### src/rtl/dct_mem_pkg.sv
// Shared definitions for the DCT memory sequencer.
//   seq_state_t  : sequencer state encoding
//   DEF_*        : default widths, block length and DCT latency
//   pipe_depth() : depth of the read-valid tracking pipeline
package dct_mem_pkg;

   typedef enum logic [1:0] {
      ST_IDLE  = 2'd0,
      ST_READ  = 2'd1,
      ST_DRAIN = 2'd2,
      ST_DONE  = 2'd3
   } seq_state_t;

   localparam int DEF_IN_W    = 128;
   localparam int DEF_OUT_W   = 192;
   localparam int DEF_RA_W    = 10;
   localparam int DEF_CA_W    = 4;
   localparam int DEF_BLK_LEN = 16;
   localparam int DEF_DCT_LAT = 4;

   // One cycle of SRAM read latency plus the x_n register sit ahead of the DCT.
   function automatic int pipe_depth(input int dct_lat);
      return dct_lat + 2;
   endfunction

endpackage

### src/rtl/dct_mem_sequencer_if.sv
// Bus bundle between the sequencer, the two SRAM macros and the DCT unit.
//   master : sequencer side (drives enables, addresses, x_n, flag, write data)
//   slave  : environment side (drives start/mode, read data, DCT output)
interface dct_mem_sequencer_if
   import dct_mem_pkg::*;
#(
   parameter int IN_W  = DEF_IN_W,
   parameter int OUT_W = DEF_OUT_W,
   parameter int RA_W  = DEF_RA_W,
   parameter int CA_W  = DEF_CA_W
);
   logic             start;
   logic             mode;
   logic             busy;
   logic             done;
   logic             NCE_IN;
   logic             NWRT_IN;
   logic [RA_W-1:0]  RA_IN;
   logic [CA_W-1:0]  CA_IN;
   logic [IN_W-1:0]  mem_rdata;
   logic [IN_W-1:0]  x_n;
   logic             flag;
   logic [OUT_W-1:0] X_k;
   logic             NCE_OUT;
   logic             NWRT_OUT;
   logic [RA_W-1:0]  RA_OUT;
   logic [CA_W-1:0]  CA_OUT;
   logic [OUT_W-1:0] mem_wdata;

   modport master (
      input  start, mode, mem_rdata, X_k,
      output busy, done, NCE_IN, NWRT_IN, RA_IN, CA_IN, x_n, flag,
             NCE_OUT, NWRT_OUT, RA_OUT, CA_OUT, mem_wdata
   );

   modport slave (
      output start, mode, mem_rdata, X_k,
      input  busy, done, NCE_IN, NWRT_IN, RA_IN, CA_IN, x_n, flag,
             NCE_OUT, NWRT_OUT, RA_OUT, CA_OUT, mem_wdata
   );
endinterface

### src/rtl/dct_addr_gen.sv
// Saturating word counter with row/column address split.
//   clk, reset : clock, async active-low reset
//   i_clr      : clear count to 0 (wins over i_inc)
//   i_inc      : advance count, holds at NUM_WORDS-1
//   i_mode     : 0 = CA fastest, 1 = RA fastest (only when RA_W == CA_W)
//   o_cnt      : current word index
//   o_ra, o_ca : address derived from o_cnt
module dct_addr_gen
   import dct_mem_pkg::*;
#(
   parameter int RA_W      = DEF_RA_W,
   parameter int CA_W      = DEF_CA_W,
   parameter int NUM_WORDS = 2**(RA_W+CA_W)
)(
   input  logic                   clk,
   input  logic                   reset,
   input  logic                   i_clr,
   input  logic                   i_inc,
   input  logic                   i_mode,
   output logic [RA_W+CA_W-1:0]   o_cnt,
   output logic [RA_W-1:0]        o_ra,
   output logic [CA_W-1:0]        o_ca
);
   localparam int               CNT_W        = RA_W + CA_W;
   localparam logic [CNT_W-1:0] LAST         = CNT_W'(NUM_WORDS - 1);
   localparam logic             TRANSPOSE_OK = 1'(RA_W == CA_W);

   logic [CNT_W-1:0] r_cnt;
   logic             w_mode;

   always_ff @(posedge clk or negedge reset) begin
      if (!reset)                         r_cnt <= '0;
      else if (i_clr)                     r_cnt <= '0;
      else if (i_inc && (r_cnt != LAST))  r_cnt <= r_cnt + 1'b1;
   end

   // Transposed order only makes sense for a square array.
   assign w_mode = i_mode & TRANSPOSE_OK;
   assign o_cnt  = r_cnt;

   always_comb begin
      o_ra = r_cnt[CA_W +: RA_W];
      o_ca = r_cnt[CA_W-1:0];
      if (w_mode) begin
         o_ra = r_cnt[RA_W-1:0];
         o_ca = r_cnt[RA_W +: CA_W];
      end
   end
endmodule

### src/rtl/dct_mem_sequencer.sv
// Streams one frame from the input SRAM through the DCT unit into the
// output SRAM, with latency-aligned write addressing.
//   clk   : system clock, rising edge
//   reset : asynchronous, active-low
//   bus   : start/mode/busy/done handshake, input SRAM read port,
//           DCT x_n/flag/X_k, output SRAM write port
//
// state    | meaning
// ---------+-------------------------------------------------
// ST_IDLE  | waiting for start, all enables high
// ST_READ  | one input read per cycle, rc = 0..NUM_WORDS-1
// ST_DRAIN | reads finished, writes still emerging from pipe
// ST_DONE  | done pulse, back to idle next cycle
module dct_mem_sequencer
   import dct_mem_pkg::*;
#(
   parameter int IN_W      = DEF_IN_W,
   parameter int OUT_W     = DEF_OUT_W,
   parameter int RA_W      = DEF_RA_W,
   parameter int CA_W      = DEF_CA_W,
   parameter int BLK_LEN   = DEF_BLK_LEN,
   parameter int DCT_LAT   = DEF_DCT_LAT,
   parameter int NUM_WORDS = 2**(RA_W+CA_W)
)(
   input  logic                 clk,
   input  logic                 reset,
   dct_mem_sequencer_if.master  bus
);
   localparam int               L        = pipe_depth(DCT_LAT);
   localparam int               CNT_W    = RA_W + CA_W;
   localparam logic [CNT_W-1:0] LAST     = CNT_W'(NUM_WORDS - 1);
   localparam logic [CNT_W-1:0] BLK_MASK = CNT_W'(BLK_LEN - 1);

   seq_state_t       r_state;
   logic             r_mode;
   logic             r_busy;
   logic             r_done;
   logic             r_nce_in;
   logic             r_nce_out;
   logic             r_flag;
   logic             r_blk_first;
   logic             r_last_wr;
   logic [L-1:0]     r_vpipe;
   logic [IN_W-1:0]  r_x_n;
   logic [OUT_W-1:0] r_wdata;
   logic [RA_W-1:0]  r_ra_out;
   logic [CA_W-1:0]  r_ca_out;

   logic             w_start_ok;
   logic             w_reading;
   logic             w_emerge;
   logic [CNT_W-1:0] w_rc;
   logic [CNT_W-1:0] w_wc;
   logic [RA_W-1:0]  w_ra_rd;
   logic [CA_W-1:0]  w_ca_rd;
   logic [RA_W-1:0]  w_ra_wr;
   logic [CA_W-1:0]  w_ca_wr;

   assign w_start_ok = (r_state == ST_IDLE) && bus.start;
   assign w_reading  = (r_state == ST_READ);
   assign w_emerge   = r_vpipe[L-1];

   dct_addr_gen #(.RA_W(RA_W), .CA_W(CA_W), .NUM_WORDS(NUM_WORDS)) u_rd_gen (
      .clk    (clk),
      .reset  (reset),
      .i_clr  (w_start_ok),
      .i_inc  (w_reading),
      .i_mode (r_mode),
      .o_cnt  (w_rc),
      .o_ra   (w_ra_rd),
      .o_ca   (w_ca_rd)
   );

   dct_addr_gen #(.RA_W(RA_W), .CA_W(CA_W), .NUM_WORDS(NUM_WORDS)) u_wr_gen (
      .clk    (clk),
      .reset  (reset),
      .i_clr  (w_start_ok),
      .i_inc  (w_emerge),
      .i_mode (1'b0),
      .o_cnt  (w_wc),
      .o_ra   (w_ra_wr),
      .o_ca   (w_ca_wr)
   );

   always_ff @(posedge clk or negedge reset) begin
      if (!reset) begin
         r_state     <= ST_IDLE;
         r_mode      <= 1'b0;
         r_busy      <= 1'b0;
         r_done      <= 1'b0;
         r_nce_in    <= 1'b1;
         r_nce_out   <= 1'b1;
         r_flag      <= 1'b0;
         r_blk_first <= 1'b0;
         r_last_wr   <= 1'b0;
         r_vpipe     <= '0;
         r_x_n       <= '0;
         r_wdata     <= '0;
         r_ra_out    <= '0;
         r_ca_out    <= '0;
      end else begin
         r_done <= 1'b0;
         case (r_state)
            ST_IDLE: begin
               if (bus.start) begin
                  r_state  <= ST_READ;
                  r_mode   <= bus.mode;
                  r_busy   <= 1'b1;
                  r_nce_in <= 1'b0;
               end
            end
            ST_READ: begin
               if (w_rc == LAST) begin
                  r_state  <= ST_DRAIN;
                  r_nce_in <= 1'b1;
               end
            end
            ST_DRAIN: begin
               if (r_last_wr) begin
                  r_state <= ST_DONE;
                  r_done  <= 1'b1;
               end
            end
            ST_DONE: begin
               r_state <= ST_IDLE;
               r_busy  <= 1'b0;
            end
            default: r_state <= ST_IDLE;
         endcase

         r_x_n   <= bus.mem_rdata;
         r_vpipe <= {r_vpipe[L-2:0], w_reading};

         // Block-start marker follows the read by one cycle so the toggle
         // lands together with the word in x_n.
         r_blk_first <= w_reading && ((w_rc & BLK_MASK) == '0);
         if (r_blk_first) r_flag <= ~r_flag;

         r_nce_out <= ~w_emerge;
         r_last_wr <= w_emerge && (w_wc == LAST);
         if (w_emerge) begin
            r_wdata  <= bus.X_k;
            r_ra_out <= w_ra_wr;
            r_ca_out <= w_ca_wr;
         end
      end
   end

   assign bus.busy      = r_busy;
   assign bus.done      = r_done;
   assign bus.NCE_IN    = r_nce_in;
   assign bus.NWRT_IN   = 1'b1;
   assign bus.RA_IN     = w_ra_rd;
   assign bus.CA_IN     = w_ca_rd;
   assign bus.x_n       = r_x_n;
   assign bus.flag      = r_flag;
   assign bus.NCE_OUT   = r_nce_out;
   assign bus.NWRT_OUT  = r_nce_out;
   assign bus.RA_OUT    = r_ra_out;
   assign bus.CA_OUT    = r_ca_out;
   assign bus.mem_wdata = r_wdata;
endmodule
### src/flat_wrapper.sv
// flat-port wrapper written by rule: the top's interface ports become plain ports
module dct_mem_sequencer_flat import dct_mem_pkg::*;
#(
   parameter int IN_W      = DEF_IN_W,
   parameter int OUT_W     = DEF_OUT_W,
   parameter int RA_W      = DEF_RA_W,
   parameter int CA_W      = DEF_CA_W,
   parameter int BLK_LEN   = DEF_BLK_LEN,
   parameter int DCT_LAT   = DEF_DCT_LAT,
   parameter int NUM_WORDS = 2**(RA_W+CA_W)
)
  (clk, reset, bus_start, bus_mode, bus_mem_rdata, bus_X_k, bus_busy, bus_done, bus_NCE_IN, bus_NWRT_IN, bus_RA_IN, bus_CA_IN, bus_x_n, bus_flag, bus_NCE_OUT, bus_NWRT_OUT, bus_RA_OUT, bus_CA_OUT, bus_mem_wdata);
  dct_mem_sequencer_if #(.IN_W(IN_W), .OUT_W(OUT_W), .RA_W(RA_W), .CA_W(CA_W)) bus_i ();
  input  logic clk;
  input  logic reset;
  input wire logic [$bits(bus_i.start)-1:0] bus_start;
  input wire logic [$bits(bus_i.mode)-1:0] bus_mode;
  input wire logic [$bits(bus_i.mem_rdata)-1:0] bus_mem_rdata;
  input wire logic [$bits(bus_i.X_k)-1:0] bus_X_k;
  output wire logic [$bits(bus_i.busy)-1:0] bus_busy;
  output wire logic [$bits(bus_i.done)-1:0] bus_done;
  output wire logic [$bits(bus_i.NCE_IN)-1:0] bus_NCE_IN;
  output wire logic [$bits(bus_i.NWRT_IN)-1:0] bus_NWRT_IN;
  output wire logic [$bits(bus_i.RA_IN)-1:0] bus_RA_IN;
  output wire logic [$bits(bus_i.CA_IN)-1:0] bus_CA_IN;
  output wire logic [$bits(bus_i.x_n)-1:0] bus_x_n;
  output wire logic [$bits(bus_i.flag)-1:0] bus_flag;
  output wire logic [$bits(bus_i.NCE_OUT)-1:0] bus_NCE_OUT;
  output wire logic [$bits(bus_i.NWRT_OUT)-1:0] bus_NWRT_OUT;
  output wire logic [$bits(bus_i.RA_OUT)-1:0] bus_RA_OUT;
  output wire logic [$bits(bus_i.CA_OUT)-1:0] bus_CA_OUT;
  output wire logic [$bits(bus_i.mem_wdata)-1:0] bus_mem_wdata;
  assign bus_i.start = bus_start;
  assign bus_i.mode = bus_mode;
  assign bus_i.mem_rdata = bus_mem_rdata;
  assign bus_i.X_k = bus_X_k;
  assign bus_busy = bus_i.busy;
  assign bus_done = bus_i.done;
  assign bus_NCE_IN = bus_i.NCE_IN;
  assign bus_NWRT_IN = bus_i.NWRT_IN;
  assign bus_RA_IN = bus_i.RA_IN;
  assign bus_CA_IN = bus_i.CA_IN;
  assign bus_x_n = bus_i.x_n;
  assign bus_flag = bus_i.flag;
  assign bus_NCE_OUT = bus_i.NCE_OUT;
  assign bus_NWRT_OUT = bus_i.NWRT_OUT;
  assign bus_RA_OUT = bus_i.RA_OUT;
  assign bus_CA_OUT = bus_i.CA_OUT;
  assign bus_mem_wdata = bus_i.mem_wdata;
  dct_mem_sequencer #(.IN_W(IN_W), .OUT_W(OUT_W), .RA_W(RA_W), .CA_W(CA_W), .BLK_LEN(BLK_LEN), .DCT_LAT(DCT_LAT), .NUM_WORDS(NUM_WORDS)) u_core (.clk(clk), .reset(reset), .bus(bus_i));
endmodule
### config.mk
export PLATFORM = sky130hd
export DESIGN_NAME = dct_mem_sequencer_flat
export DESIGN_NICKNAME = d
export VERILOG_FILES = /design/src/rtl/dct_mem_pkg.sv /design/src/rtl/dct_mem_sequencer_if.sv /design/src/rtl/dct_addr_gen.sv /design/src/rtl/dct_mem_sequencer.sv /design/src/flat_wrapper.sv
export SDC_FILE = /design/constraint.sdc
export NUM_CORES = 1
export LEC_CHECK = 0
export ABC_AREA = 1
export CORE_AREA = 4 4 265 267
export DETAILED_ROUTE_END_ITERATION = 10
export DIE_AREA = 0 0 269 271
export DONT_BUFFER_PORTS = 1
export GPL_ROUTABILITY_DRIVEN = 0
export SLEW_MARGIN = 25
export SYNTH_ARGS = -nofsm -noshare
export SYNTH_HDL_FRONTEND = slang
export SYNTH_SLANG_ARGS = --single-unit
### constraint.sdc
create_clock -name clk -period 1.86 [get_ports clk]
set_clock_uncertainty 0.1 [all_clocks]
set_input_delay 0.186 -clock clk [delete_from_list [all_inputs] [get_ports clk]]
set_output_delay 0.186 -clock clk [all_outputs]
set_load 0.005 [all_outputs]
==> flow_metrics.env, run 1 <==
export IMPL_outcome="finished with violations"
export IMPL_violations="hold timing"
export IMPL_slew_viol_final=0
export IMPL_total_power_w=0.0275
export IMPL_synth_area_leaders="dfrtp_1, nand2_1, nand3_1"
export IMPL_grt_first_pass_wirelength_mm=63.9
export IMPL_synthArstFlopShare=1.00
export IMPL_fin_nets=1962
export IMPL_portBuffers=0
export IMPL_dp_hpwl_mm=28.5
export IMPL_worstPathRequired_ns=2.20
export IMPL_rows=96
export IMPL_finalNonFillerCells=2544
export IMPL_cts_tree="built"
export IMPL_post_dp_cell_area_mm2=0.0144
export IMPL_syn_nets=1629
export IMPL_synth_ff_type="dfrtp_1"
export IMPL_synthAdderAreaFrac=0.00754
export IMPL_design_area_mm2=0.0190
export IMPL_maxCapViolations=0
export IMPL_crit_type="reg2reg"
export IMPL_grt_use_total=0.112
export IMPL_syn_inst=1297
export IMPL_yosysSeqAreaShare=0.711
export IMPL_holdWs_ns=-0.745
export IMPL_power_leakage_nw=9.12
export IMPL_reg2reg_depth=10
export IMPL_wl_mm=44.1
export IMPL_fillCellCount=6892
export IMPL_synth_top_family_by_area="simple AND/OR/NAND/NOR gates"
export IMPL_synth_area_mm2=0.0133
export IMPL_period_minus_slack_ns=1.69
export IMPL_finalHoldViolations=376
export IMPL_cts_hold_repair_buffers=321
export IMPL_layout_drive_gt1_share=0.0686
export IMPL_synth_seq_cells=377
export IMPL_drc=0
export IMPL_grt_overflow_total=0
export IMPL_core_area_mm2=0.0681
export IMPL_r2r_end="u_core.u_wr_gen.o_cnt[12]"
export IMPL_critPathMaxFanout=8
export IMPL_synth_top_cell_area_share=0.707
export IMPL_synthMuxAreaShare=0
export IMPL_die_width_um=269
export IMPL_grt_pass1_vias=10700
export IMPL_fmax_mhz=592
export IMPL_setup_viol_count_final=0
export IMPL_avgSynthCellArea_um2=10.2
export IMPL_r2r_start="u_core.u_wr_gen.o_cnt[1]"
export IMPL_h_tree_depth=2
export IMPL_place_inst=2149
export IMPL_synth_distinct_cells=30
export IMPL_period_share=0.909
export IMPL_cts_sinks=377
export IMPL_synth_simple_gate_area_share=0.234
export IMPL_root_buffer="clkbuf_16"
export IMPL_dieArea_mm2=0.0729
export IMPL_worst_endpoint_arrival_ns=2.03
export IMPL_maxSlewHeadroom=0.105
export IMPL_synth_xor_area_frac=0.00990
export IMPL_rrSetupSlack_ns=0.17
export IMPL_worstSetupStartpointType="flip-flop"
export IMPL_antenna_found_initial=2
export IMPL_dr_pass1_iters=5
export IMPL_vdd_ir_drop_max_v=0.000644
export IMPL_num_io_pins=679
export IMPL_initial_utilization=0.195
export IMPL_numCtsBuffers=40
export IMPL_clk_latency_ns=0.55
export IMPL_vias=10300
export IMPL_via_per_inst=4.05
export IMPL_drtIter0Drc=562
export IMPL_cts_path_max_buffers=3
export IMPL_synth_top_cell_by_area="dfrtp_1"
export IMPL_tightest_slew_ns=1.34
export IMPL_ys_warn_count=0
export IMPL_synth_compound_area_frac=0.00829
export IMPL_clk_pin_slew_ns=0.06
export IMPL_min_path_type="in2async"
export IMPL_setup_worst_path_end_class="flip-flop"
export IMPL_die_y_um=271
export IMPL_synth_edf_count=0
export IMPL_cts_setup_buffers=0
export IMPL_grt_max_degree=378
export IMPL_power_density_mw_per_mm2=1450
export IMPL_ant_nets=0
export IMPL_wl_per_cell_um=17.3
export IMPL_area_growth_pct=43.0
-- flip-flops by register name (all words and copies together), names as in the netlist --
signal                 flops
u_core.bus.mem_wdata     192
u_core.u_wr_gen.o_cnt     14
u_core.bus.done            1
u_core.r_state             2
u_core.r_blk_first         1
u_core.bus.busy            1
u_core.u_rd_gen.o_cnt     14
u_core.bus.CA_OUT          4
u_core.bus.flag            1
u_core.bus.NCE_IN          1
u_core.r_vpipe             6
u_core.bus.RA_OUT         10
u_core.bus.NCE_OUT         1
u_core.r_last_wr           1
u_core.bus.x_n           128
-- metrics by stage --
| step | setup TNS (ns) | worst slack (ns) | hold WS (ns) | utilization |
|---|---|---|---|---|
| detailed placement | 0 | 0.165 | -0.200 | 0.211 |
| CTS | 0 | 0.149 | -0.799 | 0.279 |
| global route | -0.000837 | -0.000837 | -0.789 | 0.279 |
| finish | 0 | 0.170 | -0.745 | 0.279 |
| global placement | 0 | 0.204 | -0.200 | 0.211 |
| floorplan | 0 | 0.259 | -0.210 | - |
-- cell usage after synthesis, types with 4 or more instances --
cell,count
buf_1,8
buf_2,23
clkbuf_1,19
dfrtp_1,375
ha_1,8
inv_1,31
inv_2,6
nand2_1,690
nand2_2,6
nand3_1,38
nand4_1,13
nor2_1,24
nor2_2,4
o21ai_0,10
o21ai_1,9
xor2_1,13
-- how the worst max path moves through the flow --
| stage | cells past startpoint | slack [ns] | start | endpoint |
|---|---|---|---|---|
| floorplan | 9 | 0.26 | u_core.u_rd_gen.o_cnt[0] | u_core.u_rd_gen.o_cnt[0] |
| global placement | 10 | 0.20 | u_core.u_wr_gen.o_cnt[1] | u_core.u_wr_gen.o_cnt[10] |
| detailed placement | 10 | 0.16 | u_core.u_wr_gen.o_cnt[1] | u_core.u_wr_gen.o_cnt[12] |
| CTS | 10 | 0.15 | u_core.u_wr_gen.o_cnt[1] | u_core.u_wr_gen.o_cnt[12] |
| global route | 10 | -0.0008 | u_core.u_wr_gen.o_cnt[1] | u_core.u_wr_gen.o_cnt[12] |
| finish | 10 | 0.17 | u_core.u_wr_gen.o_cnt[1] | u_core.u_wr_gen.o_cnt[12] |
-- critical path, stage by stage (launching register included) --
cell and delay (ns):
dfrtp_1 0.40, ha_1 0.23, nand2_1 0.08, nor2_1 0.16
nand2_2 0.11, inv_2 0.06, nand2_2 0.10, nand3_4 0.14
inv_2 0.08, nand2_1 0.07, nand2_1 0.05
-- routing by layer --
| layer | routed length [um] | share of wire | GRT usage | vias up |
|---|---|---|---|---|
| li1 | - | - | - | 4636 |
| met3 | 4140 | 0.094 | 0.0365 | 89 |
| met5 | 13 | 0.00029 | 0 | - |
| met2 | 22400 | 0.51 | 0.200 | 491 |
| met4 | 1310 | 0.030 | 0.0403 | 2 |
| met1 | 16200 | 0.37 | 0.123 | 5083 |
-- final cells by class --
| class | count | area (um^2) | share of cell area |
|---|---|---|---|
| inverter | 37 | 144 | 0.00758 |
| tap | 882 | 1100 | 0.0581 |
| clock buffer | 54 | 1110 | 0.0586 |
| sequential | 377 | 9440 | 0.497 |
| antenna | 1 | 2.50 | 0.000132 |
| clock inverter | 19 | 253 | 0.0133 |
| timing repair buffer | 345 | 3470 | 0.183 |
| multi-input combinational | 829 | 3460 | 0.182 |
-- repair_timing --
item                                    in CTS  in global routing
resized for setup                            0                  2
endpoints found under the hold margin      709                377
endpoints found under the setup margin       0                  4
-- layout by cell type (no fill, tap or decap), drive strengths merged, types with 19 or more instances in the layout --
cell         count
nand2          697
inv             38
buf             24
dfrtp          375
o21ai           19
nor2            31
dlygate4sd3    321
nand3           39
clkbuf          54
-- cell families (layout without fill, tap and decap cells) --
kind of cell	Yosys count	count (layout)
DFF	377	377
buffers and inverters	91	455
AOI/OAI and AO/OA	21	21
adders and majority gates	8	8
xor gates and xnor gates	15	15
other	1	2
and+or+nand+nor	784	784
-- power by group --
| part | leakage, nW | internal [W] | switching (W) |
|---|---|---|---|
| clock network | 0.660 | 0.00493 | 0.00333 |
| registers | 4.62 | 0.0107 | 0.00237 |
| logic | 3.84 | 0.00226 | 0.00395 |
| total | 9.12 | 0.0179 | 0.00965 |
Power figures use the tool's default switching activity.
==> inputs of run 2 (changes only) <==
- CTS_CLUSTER_SIZE: default -> 25
==> results of run 2 <==
The final DEF is identical to that of run 1; final timing and power are the same.
